## src/rtl/rr_mux4_arbiter.sv

```systemverilog
// ---------------------------------------------------------------------------
// rr_mux4_arbiter
//
// Round-robin arbiter that shares one 4:1 single-bit mux among four
// requesters. Each requester owns one mux input (A..D). The arbiter drives
// the mux select pair {S,T} = sel and grants one requester at a time. A
// requester may hold the grant for at most MAX_HOLD consecutive cycles while
// someone else is waiting. The selected data bit is registered onto dout.
//
// Handshake: req[i] is a level request. Requester i owns the shared mux
// input while grant[i]=1. It keeps ownership for as long as it holds req[i],
// unless it is preempted after MAX_HOLD cycles by another waiting requester.
// Dropping req[i] hands the mux to the next waiting requester on the same
// edge, with no idle cycle in between.
//
// Ports:
//   clk    in   1  rising-edge clock
//   rst    in   1  asynchronous active-high reset
//   req    in   4  request lines (bit0=A owner .. bit3=D owner)
//   din    in   4  mux data inputs (din[0]=A .. din[3]=D)
//   grant  out  4  registered one-hot grant; zero when idle
//   sel    out  2  registered {S,T} select; index of current/last grantee
//   busy   out  1  high while a grant is active
//   dout   out  1  registered din[sel] while busy; 0 when idle
//
// Internal state is held in state_q (IDLE/GRANT), cnt_q (hold counter) and
// last_q (last winner, the round-robin pointer).
// ---------------------------------------------------------------------------
module rr_mux4_arbiter #(
  parameter int MAX_HOLD = 4
) (
  input  logic       clk,
  input  logic       rst,
  input  logic [3:0] req,
  input  logic [3:0] din,
  output logic [3:0] grant,
  output logic [1:0] sel,
  output logic       busy,
  output logic       dout
);

  localparam logic [3:0] MAX_HOLD_C = MAX_HOLD[3:0];

  typedef enum logic {
    ST_IDLE  = 1'b0,
    ST_GRANT = 1'b1
  } state_e;

  state_e     state_q, state_d;
  logic [3:0] grant_q, grant_d;
  logic [1:0] sel_q,   sel_d;
  logic       busy_q,  busy_d;
  logic       dout_q,  dout_d;
  logic [3:0] cnt_q,   cnt_d;
  logic [1:0] last_q,  last_d;

  // Round-robin search: returns {found, index}. Scans base+1, base+2,
  // base+3, base (mod 4) and takes the first set bit.
  function automatic logic [2:0] rr_pick(input logic [3:0] r,
                                         input logic [1:0] base);
    logic [1:0] idx;
    logic [2:0] res;
    res = 3'b000;
    for (int i = 1; i <= 4; i++) begin
      idx = base + 2'(i);
      if (r[idx] && !res[2]) res = {1'b1, idx};
    end
    return res;
  endfunction

  // Shared decode used by both the next-state and the output logic.
  logic [1:0] owner;
  logic [3:0] owner_oh;
  logic [3:0] others;
  logic [2:0] idle_pick;
  logic [2:0] hand_pick;
  logic       owner_req;
  logic       at_max;
  logic       start_grant;
  logic       switch_now;
  logic       release_idle;

  always_comb begin
    owner        = sel_q;
    owner_oh     = 4'b0001 << owner;
    others       = req & ~owner_oh;
    idle_pick    = rr_pick(req, last_q);
    // Handoff search starts after the current owner, with its bit masked.
    hand_pick    = rr_pick(others, owner);
    owner_req    = req[owner];
    at_max       = (cnt_q == MAX_HOLD_C);
    start_grant  = (state_q == ST_IDLE) && idle_pick[2];
    // Release with a waiter, or preemption once the hold limit is reached.
    switch_now   = (state_q == ST_GRANT) && (!owner_req || at_max) && hand_pick[2];
    release_idle = (state_q == ST_GRANT) && !owner_req && !hand_pick[2];
  end

  // State register (all flops, async reset).
  always_ff @(posedge clk or posedge rst) begin
    if (rst) begin
      state_q <= ST_IDLE;
      grant_q <= 4'b0000;
      sel_q   <= 2'b00;
      busy_q  <= 1'b0;
      dout_q  <= 1'b0;
      cnt_q   <= 4'd0;
      last_q  <= 2'd3;   // index 0 gets first priority after reset
    end else begin
      state_q <= state_d;
      grant_q <= grant_d;
      sel_q   <= sel_d;
      busy_q  <= busy_d;
      dout_q  <= dout_d;
      cnt_q   <= cnt_d;
      last_q  <= last_d;
    end
  end

  // Next-state logic.
  always_comb begin
    state_d = state_q;
    if (start_grant)  state_d = ST_GRANT;
    if (release_idle) state_d = ST_IDLE;
  end

  // Output / datapath next values.
  always_comb begin
    grant_d = grant_q;
    sel_d   = sel_q;
    busy_d  = busy_q;
    cnt_d   = cnt_q;
    last_d  = last_q;
    if (start_grant) begin
      grant_d = 4'b0001 << idle_pick[1:0];
      sel_d   = idle_pick[1:0];
      busy_d  = 1'b1;
      cnt_d   = 4'd1;
      last_d  = idle_pick[1:0];
    end else if (switch_now) begin
      grant_d = 4'b0001 << hand_pick[1:0];
      sel_d   = hand_pick[1:0];
      busy_d  = 1'b1;
      cnt_d   = 4'd1;
      last_d  = hand_pick[1:0];
    end else if (release_idle) begin
      // sel keeps the last grantee so the mux select does not move.
      grant_d = 4'b0000;
      busy_d  = 1'b0;
      cnt_d   = 4'd0;
    end else if ((state_q == ST_GRANT) && !at_max) begin
      cnt_d = cnt_q + 4'd1;
    end
    // Uses the registered select, so dout trails a grant switch by a cycle.
    dout_d = busy_q ? din[sel_q] : 1'b0;
  end

  assign grant = grant_q;
  assign sel   = sel_q;
  assign busy  = busy_q;
  assign dout  = dout_q;

endmodule

```

## config.mk

```make
export PLATFORM = sky130hd
export DESIGN_NAME = rr_mux4_arbiter
export DESIGN_NICKNAME = d
export VERILOG_FILES = /design/src/rtl/rr_mux4_arbiter.sv
export SDC_FILE = /design/constraint.sdc
export NUM_CORES = 1
export LEC_CHECK = 0
export ABC_AREA = 1
export CAP_MARGIN = 40
export CORE_MARGIN = 2
export CORE_UTILIZATION = 30
export CTS_BUF_LIST = sky130_fd_sc_hd__clkbuf_16
export DETAILED_ROUTE_END_ITERATION = 16
export PLACE_DENSITY = 0.45
export SYNTH_ARGS = -nofsm -noshare
export SYNTH_HDL_FRONTEND = slang
export SYNTH_SLANG_ARGS = --single-unit
```

## constraint.sdc

```tcl
create_clock -name clk -period 2.23 [get_ports clk]
set_input_delay 0.3345 -clock clk [delete_from_list [all_inputs] [get_ports clk]]
set_output_delay 0.3345 -clock clk [all_outputs]
set_load 0.02 [all_outputs]
```

== Word level (Yosys, flattened, before mapping) ==
Cells that the tools add are included.

* Register bits: 15
* Logic and storage cells: 98

* $add $sub $neg: 7
* Order comparisons: 8
* Eq/ne operators: 1
* Shift operators: 3
* Mux-type cells: 43
* Bitwise operators: 3
* Reductions and logical operators: 26

{| class="wikitable"
|+ Operator list
! kind !! number
|-
| $mux W4 || 7
|-
| $lt A2 B3 Y1 const B || 8
|-
| $mux W3 || 8
|-
| $bmux W1 S2 || 10
|-
| $mux W1 || 16
|-
| $logic_and A1 B1 Y1 || 12
|-
| $shl A1 B2 Y4 const A || 3
|-
| $logic_not A1 Y1 || 9
|-
| $add A2 B2 Y2 const B || 4
|-
| $add A2 B1 Y2 const B || 2
|-
| $add A4 B1 Y4 const B || 1
|-
| $and A4 B4 Y4 || 1
|-
| $eq A4 B3 Y1 const B || 1
|-
| $mux W2 || 2
|-
| $not A4 Y4 || 1
|-
| $reduce_bool A2 Y1 || 2
|-
| $reduce_bool A4 Y1 || 1
|-
| $reduce_bool A3 Y1 || 1
|-
| $logic_or A1 B1 Y1 || 1
|-
| $not A1 Y1 || 1
|}

== Longest topological paths before layout ==
* Word-level depth: 20
* Gate-level depth with buffers: 16
* Mapped depth without buffers: 15

== Worst setup path before layout ==
Ideal clock, no wire load.

* Path type: reg-to-reg
* From: register sel_q[1], in the netlist sel[1]
* To: register sel_q[0], in the netlist sel[0]
* Setup time: 116 ps
* Arrival: 2001 ps
* Slack: 114 ps
* Stages on the path, launching flop included: 17
* Path buffers: 1
* Clock period less this slack: 2116 ps
* Cell sequence: dfrtp_1 -> buf_2 -> inv_2 -> ha_1 -> inv_1 -> nand3_1 -> nand2_1 -> inv_2 -> nand2_4 -> nor2_8 -> nand2_2 -> nand2_4 -> inv_2 -> nand2_1 -> nand2_1 -> inv_2 -> nand2_1

* Longest elaborated chain between the ends: 17

{| class="wikitable"
|+ Ends and longest elaborated chain
! what !! RTL line !! RTL
|-
| from (decl) || 51 || <nowiki>logic [1:0] sel_q, sel_d;</nowiki>
|-
| from (signal assigned) || 111 || <nowiki>sel_q <= sel_d;</nowiki>
|-
| parallel branches: the longest is 17 deep, another holds $add A2 B1 Y2 || n/a ||
|}

Parallel ways; which one is timed is not known. The select of a mux whose other input is x is not followed.
A chain may end at the register's enable or synchronous reset.

== Worst setup path after layout ==
* From: register sel_q[0], in the netlist sel[0]
* To: register cnt_q[1]

* Longest elaborated chain between the ends: 20

{| class="wikitable"
|+ Ends and longest elaborated chain
! what !! RTL line !! RTL
|-
| parallel branches: the longest is 20 deep, another holds $add A2 B1 Y2 || n/a ||
|-
| to (signal assigned) || 114 || <nowiki>cnt_q <= cnt_d;</nowiki>
|-
| to (decl) || 54 || <nowiki>logic [3:0] cnt_q, cnt_d;</nowiki>
|}

Parallel ways; which one is timed is not known. The select of a mux whose other input is x is not followed.

==> flow_summary.ini <==
[timing]
fmax_mhz = 502
tightestPinTransition_ps = 591
totalNegativeSetupSlack_ps = 0
hold_fails_final_rpt = 0
period_needed_ps = 1990
skew_ps = 0.906
max_slew_margin_pct = 60.6
min_period_over_period_pct = 89.3
total_setup_violations_reported_at_the_end_of_the_flow = 0
post_route_hold_slack_ps = 451
rsz0062_at_grt = no
maxSlewViolCount = 0

[placed_design]
port_buffers = 17
dp_hpwl_um = 2820
gp_routability_congestion = 0.763
placed_area_mm2 = 0.00172

[synthesis]
ys_ff_latch = 15
synth_top_cell_area_share_pct = 22.3
cell_types_with_the_largest_area_share_after_synthesis = sky130_fd_sc_hd__nand2_1 22%, sky130_fd_sc_hd__dfrtp_1 22%, sky130_fd_sc_hd__nand3_1 9.9%
sequential_to_total_area_share_from_yosys_stat_pct = 25.8
unique_masters_post_synth = 25
synthesis.instances = 233
synth_largest_area_cell = sky130_fd_sc_hd__nand2_1
post_synth.cell_area_avg_um2 = 6.28
syn_std_cell_area_mm2 = 0.00146
yosys_warnings = 0
number_of_nets_in_the_synthesized_netlist = 249

[power_and_ir_drop]
powerDensity_mw_per_mm2 = 1790
power_switching_share_pct = 55.0
max-vdd-ir-drop_mv = 0.706
power.clock.fraction_pct = 10.9
sequentialPowerShare_pct = 15.8
power_consumption_uw = 3210
total_switching_power_uw = 1760
power.combinational.fraction_pct = 73.2
cell_internal_pwr_uw = 1440
power.static_leakage_uw = 0.000971

[route]
wl_per_cell_um = 11.5
routed-via-count = 1453
detailedRoute.firstIterationViolations = 81
via_per_inst = 4.53
firstDrtPassIters = 4
routed_wl_um = 3690
drtAntennaViolNets = 0
drc = 0

[setup_path]
worstPathRequired_ps = 2410
critical_path_peak_fanout = 8
endpoint_kind = flip-flop
critPathKind = reg -> reg
worstPathArrival_ps = 2170
launching_element_type_of_the_critical_path = flip-flop

[floorplanning]
design.die.area_mm2 = 0.00545
io-pin-count = 18
rows = 25
placeableCoreArea_mm2 = 0.00472
chipWidth_um = 73.8
fp.dieH_um = 73.8
initial_utilization_pct = 31.0

[global_routing]
global_route_wire_length_before_repair_um = 6380
grt_remaining_overflow = 0
via_count_of_the_first_global_routing_pass = 1425
grt_max_degree = 16
number_of_antenna_violations_at_the_first_check_in_global_routing = 0
grt_usage_pct = 15.0

[clock_network]
tritoncts = built
ctsHoldBuffers = 0
post_cts_resized = 0
clkLatencyLatePin_ps = 240
cts-htree-levels = 1
cts_inserted_buffers = 3
post_cts.repair.setup_buffers = 0
clockRootBuffer = sky130_fd_sc_hd__clkbuf_16
cts_sinks = 15
cts.reportedPaths.clkPinSlew_ps = 50
cts_buffer_depth = 2

[cells_and_area]
fin_area_mm2 = 0.00179
final_nets = 271
insertedDiodeCount = 0
final_core_util_pct = 38.0
layout-area-overhead-vs-synth_pct = 22.7
drive_above_1_share_pct = 15.4

[run]
maxCapViolations = 0

[worst_hold_path]
min_path_type = in -> async

[run_status]
run_status = completed
[per-layer routing]
metal	global-route usage, %	vias up	routed length [um]
li1	-	778	-
met1	20.5	649	1870
met2	25.4	24	1680
met3	2.47	2	127
met4	1.82	0	10
met5	0	-	0
[final timing paths]
check	from	to	slack, ps	cells past startpoint
setup / recovery	sel[0]	cnt_q[1]	240	14
hold / removal	rst	dout	450	2
setup reg to reg	sel[0]	cnt_q[1]	240	14
hold reg to reg	last_q[1]	last_q[1]	520	2
max in group asynchronous	rst	grant[3]	1390	2
min in group clk	last_q[1]	last_q[1]	520	2
[layout make-up]
cell class / instances / area [um^2]
Fill cell: 513 / 2930
Multi-Input combinational cell: 180 / 923
Sequential cell: 15 / 378
Timing Repair Buffer: 21 / 200
Inverter: 34 / 130
Tap cell: 67 / 83.8
Clock buffer: 3 / 75.1
Clock inverter: 1 / 3.75
[cell usage after synthesis]
master / count
sky130_fd_sc_hd__a21oi_1: 4
sky130_fd_sc_hd__a21oi_2: 1
sky130_fd_sc_hd__buf_2: 1
sky130_fd_sc_hd__buf_4: 2
sky130_fd_sc_hd__buf_6: 1
sky130_fd_sc_hd__dfrtp_1: 13
sky130_fd_sc_hd__dfstp_2: 2
sky130_fd_sc_hd__ha_1: 6
sky130_fd_sc_hd__inv_1: 23
sky130_fd_sc_hd__inv_2: 10
sky130_fd_sc_hd__inv_4: 1
sky130_fd_sc_hd__nand2_1: 87
sky130_fd_sc_hd__nand2_2: 5
sky130_fd_sc_hd__nand2_4: 5
sky130_fd_sc_hd__nand3_1: 29
sky130_fd_sc_hd__nand3_2: 4
sky130_fd_sc_hd__nand4_1: 7
sky130_fd_sc_hd__nor2_1: 13
sky130_fd_sc_hd__nor2_2: 2
sky130_fd_sc_hd__nor2_8: 1
sky130_fd_sc_hd__nor3_1: 2
sky130_fd_sc_hd__o21ai_0: 5
sky130_fd_sc_hd__o21ai_1: 5
sky130_fd_sc_hd__o21ai_2: 1
sky130_fd_sc_hd__xor2_1: 3
[sequential cells by signal, indices dropped and copies added (netlist names)]
name	count
last_q	2
dout	1
cnt_q	4
sel	2
busy	1
grant	4
state_q	1
[worst max-delay path, stage by stage (launching register included)]
cell and delay (ps):
sky130_fd_sc_hd__dfrtp_1 360, sky130_fd_sc_hd__inv_2 90, sky130_fd_sc_hd__ha_1 330, sky130_fd_sc_hd__inv_1 90, sky130_fd_sc_hd__nand3_1 120, sky130_fd_sc_hd__nand2_1 90, sky130_fd_sc_hd__inv_2 150, sky130_fd_sc_hd__nand2_4 80
sky130_fd_sc_hd__nor2_8 110, sky130_fd_sc_hd__nand2_2 70, sky130_fd_sc_hd__nand2_4 100, sky130_fd_sc_hd__nand2_4 60, sky130_fd_sc_hd__inv_4 100, sky130_fd_sc_hd__nand2_4 70, sky130_fd_sc_hd__a21oi_2 100
[placed cells by master (no fill, tap or decap)]
cell type	n
sky130_fd_sc_hd__inv_4	1
sky130_fd_sc_hd__nor3_1	2
sky130_fd_sc_hd__nor2_1	13
sky130_fd_sc_hd__dfstp_2	2
sky130_fd_sc_hd__dfrtp_1	13
sky130_fd_sc_hd__buf_4	4
sky130_fd_sc_hd__nor2_8	1
sky130_fd_sc_hd__nand2_4	5
sky130_fd_sc_hd__o21ai_0	5
sky130_fd_sc_hd__inv_1	24
sky130_fd_sc_hd__nor2_2	2
sky130_fd_sc_hd__clkbuf_16	3
sky130_fd_sc_hd__clkdlybuf4s50_1	17
sky130_fd_sc_hd__nand2_2	5
sky130_fd_sc_hd__nand2_1	87
sky130_fd_sc_hd__o21ai_2	1
sky130_fd_sc_hd__a21oi_1	4
sky130_fd_sc_hd__nand4_1	7
sky130_fd_sc_hd__o21ai_1	5
sky130_fd_sc_hd__nand3_2	4
sky130_fd_sc_hd__a21oi_2	1
sky130_fd_sc_hd__ha_1	6
sky130_fd_sc_hd__inv_2	10
sky130_fd_sc_hd__nand3_1	29
sky130_fd_sc_hd__xor2_1	3
[cells by family (layout without fill, tap and decap cells)]
family	count (synthesis)	in the layout	synth area share, %
fa+ha+maj	6	6	5.13
simple gates	155	155	50.2
flops	15	15	25.8
buf+inv	38	59	11.0
xor+xnor	3	3	1.80
compound gates	16	16	5.99
[power by group through the flow]
stage               combinational [uW]  sequential [uW]  clock (uW)
finish                            2350              508         351
floorplan                         1750              563           0
global placement                  2380              515           0
global route                      2700              528         370
detailed placement                2360              511           0
CTS                               2380              510         359
[per-stage QoR]
stage / instances / worst slack (ps)
5_1_grt: 321 / 35.2
4_1_cts: 321 / 235
3_5_place_dp: 317 / 66.5
2_1_floorplan: 233 / 114
3_3_place_gp: 317 / 58.1
6_report: 321 / 239
(Power assumes the default switching activity.)
